==> src/rtl/mov_pkg.sv <==
// Shared definitions for the bit-serial MOV path (transmit and receive ends).
// Latency: n/a (types and constants only).
// Backpressure: n/a.
package mov_pkg;

    // Receive-side frame state.
    typedef enum logic {
        IDLE  = 1'b0,
        SHIFT = 1'b1
    } mov_state_t;

    localparam int MOV_WIDTH_DEFAULT = 8;

    // Frames travel LSB first; the transmit-side mover relies on the same order.
    localparam bit LSB_FIRST = 1'b1;

endpackage

==> src/rtl/mov_shift_in.sv <==
// Indexed-write shift register that collects one frame bit by bit.
// Latency: a write lands on the next clk edge; o_next shows the post-write word combinationally.
// Backpressure: none; writes happen whenever the parent commands them.
//
// Ports:
//   clk, rstn  - clock, asynchronous active-low reset (clears the register)
//   i_start    - clear the register and place i_bit in bit 0
//   i_wr       - write i_bit into bit i_idx
//   i_idx      - bit position for i_wr / o_next
//   i_bit      - incoming serial bit
//   o_next     - stored word with bit i_idx replaced by i_bit
module mov_shift_in #(
    parameter int WIDTH = 8,
    parameter int CNT_W = $clog2(WIDTH)
) (
    input  logic             clk,
    input  logic             rstn,
    input  logic             i_start,
    input  logic             i_wr,
    input  logic [CNT_W-1:0] i_idx,
    input  logic             i_bit,
    output logic [WIDTH-1:0] o_next
);

    logic [WIDTH-1:0] r_q;
    logic [WIDTH-1:0] w_next;

    always_ff @(posedge clk or negedge rstn) begin
        if (!rstn) begin
            r_q <= '0;
        end else if (i_start) begin
            // Fresh frame: drop any stale bits from an abandoned frame.
            r_q <= {{(WIDTH-1){1'b0}}, i_bit};
        end else if (i_wr) begin
            r_q[i_idx] <= i_bit;
        end
    end

    // Lets the parent capture the completed word in the same cycle the
    // final bit arrives, without waiting for it to land in r_q.
    always_comb begin
        w_next         = r_q;
        w_next[i_idx]  = i_bit;
    end

    assign o_next = w_next;

endmodule

==> src/rtl/mov_serial_rx.sv <==
// Reassembles an LSB-first serial MOV frame into a parallel word for the ALU operand stage.
// Latency: word valid on out_data/out_valid one cycle after its final bit is accepted.
// Backpressure: only the final bit stalls (ser_ready=0) while the one-word buffer is full and not being taken.
//
// Ports:
//   clk, rstn             - clock, asynchronous active-low reset
//   ser_valid/ser_ready   - serial bit handshake; ser_start marks bit 0; ser_bit is the data
//   out_data/out_valid    - buffered parallel word and its valid flag
//   out_ready             - consumer takes out_data this cycle
//   frame_err             - one-cycle pulse after a stray bit or a mid-frame restart
//   busy                  - a frame is partially received
module mov_serial_rx
    import mov_pkg::*;
#(
    parameter int WIDTH = MOV_WIDTH_DEFAULT,
    parameter int CNT_W = $clog2(WIDTH)
) (
    input  logic             clk,
    input  logic             rstn,
    input  logic             ser_valid,
    output logic             ser_ready,
    input  logic             ser_start,
    input  logic             ser_bit,
    output logic [WIDTH-1:0] out_data,
    output logic             out_valid,
    input  logic             out_ready,
    output logic             frame_err,
    output logic             busy
);

    mov_state_t       r_state;
    logic [CNT_W-1:0] r_count;
    logic [WIDTH-1:0] r_out_data;
    logic             r_out_valid;
    logic             r_frame_err;

    logic             w_last;
    logic             w_accept;
    logic             w_done;
    logic             w_sh_start;
    logic             w_sh_wr;
    logic [WIDTH-1:0] w_next_word;

    assign w_last     = (r_state == SHIFT) && (r_count == CNT_W'(WIDTH - 1));
    // Earlier bits never stall: they only touch the shift register, and the
    // final bit is the only one that needs a free output buffer.
    assign ser_ready  = !(w_last && r_out_valid && !out_ready);
    assign w_accept   = ser_valid && ser_ready;
    assign w_done     = w_accept && !ser_start && w_last;

    assign w_sh_start = w_accept && ser_start;
    assign w_sh_wr    = w_accept && !ser_start && (r_state == SHIFT);

    mov_shift_in #(
        .WIDTH (WIDTH),
        .CNT_W (CNT_W)
    ) u_shift_in (
        .clk     (clk),
        .rstn    (rstn),
        .i_start (w_sh_start),
        .i_wr    (w_sh_wr),
        .i_idx   (r_count),
        .i_bit   (ser_bit),
        .o_next  (w_next_word)
    );

    always_ff @(posedge clk or negedge rstn) begin
        if (!rstn) begin
            r_state     <= IDLE;
            r_count     <= '0;
            r_out_data  <= '0;
            r_out_valid <= 1'b0;
            r_frame_err <= 1'b0;
        end else begin
            r_frame_err <= 1'b0;

            // Consumption first; a same-cycle completion overrides it so the
            // buffer refills with no bubble.
            if (r_out_valid && out_ready) begin
                r_out_valid <= 1'b0;
            end
            if (w_done) begin
                r_out_data  <= w_next_word;
                r_out_valid <= 1'b1;
            end

            case (r_state)
                IDLE: begin
                    if (w_accept) begin
                        if (ser_start) begin
                            r_count <= CNT_W'(1);
                            r_state <= SHIFT;
                        end else begin
                            // Bit without a frame start: drop it.
                            r_frame_err <= 1'b1;
                        end
                    end
                end
                SHIFT: begin
                    if (w_accept) begin
                        if (ser_start) begin
                            // Restart abandons the partial word, even on the final-bit slot.
                            r_frame_err <= 1'b1;
                            r_count     <= CNT_W'(1);
                        end else if (w_last) begin
                            r_count <= '0;
                            r_state <= IDLE;
                        end else begin
                            r_count <= r_count + CNT_W'(1);
                        end
                    end
                end
                default: begin
                    r_state <= IDLE;
                    r_count <= '0;
                end
            endcase
        end
    end

    assign out_data  = r_out_data;
    assign out_valid = r_out_valid;
    assign frame_err = r_frame_err;
    assign busy      = (r_state == SHIFT);

endmodule
==> config.mk <==
export PLATFORM = sky130hd
export DESIGN_NAME = mov_serial_rx
export DESIGN_NICKNAME = d
export VERILOG_FILES = /design/src/rtl/mov_pkg.sv /design/src/rtl/mov_shift_in.sv /design/src/rtl/mov_serial_rx.sv
export SDC_FILE = /design/constraint.sdc
export NUM_CORES = 1
export LEC_CHECK = 0
export ABC_AREA = 1
export BUFFER_PORTS_ARGS = -buffer_cell sky130_fd_sc_hd__buf_2
export CAP_MARGIN = 25
export CORE_MARGIN = 2
export CORE_UTILIZATION = 43
export DETAILED_ROUTE_END_ITERATION = 6
export HOLD_SLACK_MARGIN = 0.1
export SYNTH_ARGS = -nofsm -noshare
export SYNTH_HDL_FRONTEND = slang
export SYNTH_SLANG_ARGS = --single-unit
export TNS_END_PERCENT = 20
==> constraint.sdc <==
create_clock -name clk -period 2.5 [get_ports clk]
set_input_delay 0.75 -clock clk [delete_from_list [all_inputs] [get_ports clk]]
set_output_delay 0.75 -clock clk [all_outputs]
set_load 0.02 [all_outputs]
==> key figures <==
Power
  • PD cells: 712 nW/um2
  • Flop pwr share: 48.0%
  • P_leak: 0.709 nW
  • Comb pwr share: 21.9%
  • Clk pwr share: 30.1%
  • Switching Share: 30.7%
  • Int Pwr: 631 uW
  • VDD IR max: 0.359 mV
  • Psw: 280 uW

Layout
  • Layout cells sized above 1: 26.5%
  • Filler cell count: 252
  • Area Overhead vs Synth: 13.8%
  • Commonest non-fill, non-tap cell in the layout: nand2_1
  • Layout Utilization: 51.7%
  • Nets: 164
  • Antenna cell count: 0
  • Most frequent cells in the layout: nand2_1 (54), dfrtp_1 (22), buf_2 (17), nand3_1 (10), o21ai_0 (10)

Route
  • DR vias: 906
  • Drt drc: 0
  • Pre-antenna DRT Iters: 4
  • DR WL/cell: 11.6 um
  • Iter 0 DRT Violations: 19
  • Antenna-violating nets left: 0
  • Total Routed Length: 2150 um
  • DR vias/cell: 4.90

STA
  • Max Clk Rate: 0.423 GHz
  • Final-report hold violation count: 0
  • RSZ-0062 raised after global routing: no
  • Worst-Margin Slew: 0.473 ns
  • Tmin final: 2.36 ns
  • Final worst-path cycle share: 94.5%
  • Max-slew violation count: 0
  • Setup violators final: 0
  • Sum Neg Setup Slack: 0 ns
  • Max_slew headroom: 68.5%
  • Final setup skew: 0.00743 ns

Logic synthesis
  • Post-Synthesis Net Count: 143
  • Post-synthesis cell type count: 21
  • Post-synthesis register bit count: 22
  • Yosys warns: 0
  • Post-Synthesis Cells: 135
  • Avg Inst Size Synth: 8.33 um2
  • Synth Cell Area: 1120 um2
  • Sequential fraction of the synthesis area: 48.9%

Setup path
  • CP Launch Type: register
  • Worst Path Max Fanout: 7
  • CP Cell Sequence: ha_1 > ha_1 > nand2_2 > inv_2 > nand2_4 > buf_2
  • Worst path bufs/invs: 2
  • CP peak stage delay: 0.47 ns
  • CP most frequent cell: ha_1
  • Largest delay share family, worst path: flip-flops
  • Worst setup EP type: output pin
  • WP data required: 1.75 ns
  • CP arrival: 1.61 ns
  • Worst R2R Setup Slack: 0.80 ns
  • CP max stage cell: dfrtp_1
  • Type of the worst setup path: register to output pin

Floorplanning
  • Die Wd: 55.1 um
  • I/O pin cnt: 18
  • Starting Density: 45.4%
  • Die area: 3040 um2
  • # rows: 18
  • Core Area: 2480 um2
  • Die span in y: 55.1 um

Global routing
  • Global Route met1 Usage: 22.9%
  • Largest net degree at the start of global routing: 23
  • Vias in the first global route: 846
  • GR Util All Layers: 17.2%
  • GRT Max-Usage Layer: met2
  • Met2 usage: 26.8%
  • M3 GR Usage: 3.49%
  • Initial antenna violation count: 0
  • Global-route wire length before repair: 3660 um
  • Global route overflow: 0

Run status
  • Status: complete, no violations

Clock network
  • CTS tree: yes
  • # clock sinks: 22
  • Cts hold-fix bufs: 0
  • Clock tree root buffer cell: clkbuf_4
  • H-Tree Depth: 1
  • Num CTS Buffers: 3
  • Post-CTS Setup Bufs: 0
  • Worst skew pair latency: 0.31 ns
  • Clock-pin transition on the worst setup and hold timing paths: 0.13 ns
  • Maximum clock insertion buffer count: 2
  • Post_cts resized: 0

Place
  • Hpwl dp: 1570 um
  • RePlAce Congestion: 0.778
  • IO Port Bufs: 17

Job
  • Max-Cap Viols: 0

Hold path
  • Hold/Removal Path Class: input port to async pin
[layout make-up]
class,instances,area [um2],share of cell area (%)
well taps,30,37.5,2.93
repair buffers,17,85.1,6.65
multi-input cells,100,507,39.6
clock buffers,3,22.5,1.76
inverters,12,47.5,3.71
clock inverters,1,30.0,2.35
flip-flops and latches,22,551,43.0
[path summary, 6_finish.rpt]
| check | start | to | cells after the start |
|---|---|---|---|
| setup reg to reg | r_count[0] | out_data[5] | 11 |
| max in group asynchronous | rstn | r_count[0] | 1 |
| hold reg to reg | u_shift_in.r_q[5] | u_shift_in.r_q[5] | 2 |
| setup / recovery | r_count[0] | ser_ready | 6 |
| hold / removal | rstn | u_shift_in.r_q[1] | 1 |
| min in group clk | u_shift_in.r_q[5] | u_shift_in.r_q[5] | 2 |
[stage by stage]
| stage | setup WS [ns] | instances | power, mW | instance area, um2 | hold WS (ns) |
|---|---|---|---|---|---|
| final | 0.137 | 185 | 0.911 | 1280 | 0.374 |
| after detailed placement | 0.477 | 181 | 0.645 | 1230 | 0.462 |
| after global placement | 0.486 | 181 | 0.640 | 1230 | 0.456 |
| after CTS | 0.131 | 185 | 0.921 | 1280 | 0.397 |
| after floorplan | 0.694 | 135 | 0.578 | 1120 | 0.442 |
| after global routing | 0.0430 | 185 | 0.972 | 1280 | 0.417 |
[logic make-up (layout without fill, tap and decap cells)]
family                     after synthesis  in the layout  share of synthesized area (%)
AOI/OAI and AO/OA                       14             14                           6.79
adders and majority gates                2              2                           2.22
buffers and inverters                   13             33                           6.01
DFF                                     22             22                           48.9
and+or+nand+nor                         84             84                           36.0
[routing by layer]
layer,routed length (um),part of all wire (%)
met1,1030,48
met5,0,0
met2,983,46
met4,21,0.98
met3,117,5.4
[registers in the layout (all words and copies together), names as in the netlist]
name and cells:
frame_err 1, out_data 8, u_shift_in.r_q 8, busy 1
r_count 3, out_valid 1
[cell usage after synthesis (all sizes together)]
master / n / share of area, %
nand2: 66 / 27
dfrtp: 22 / 49
inv: 12 / 4.2
o21ai: 12 / 5.7
nand3: 10 / 4.4
nor2: 6 / 3.6
ha: 2 / 2.2
a21oi: 1 / 0.44
buf: 1 / 1.8
nand3b: 1 / 0.67
nand4: 1 / 0.56
o211ai: 1 / 0.67
[power by group through the flow]
stage / Combinational (mW) / Clock, mW / Sequential [mW]
floorplan: 0.106 / 0 / 0.472
global placement: 0.199 / 0 / 0.441
detailed placement: 0.201 / 0 / 0.444
CTS: 0.202 / 0.282 / 0.437
global route: 0.229 / 0.297 / 0.446
finish: 0.200 / 0.274 / 0.437
(Power assumes the default switching activity.)
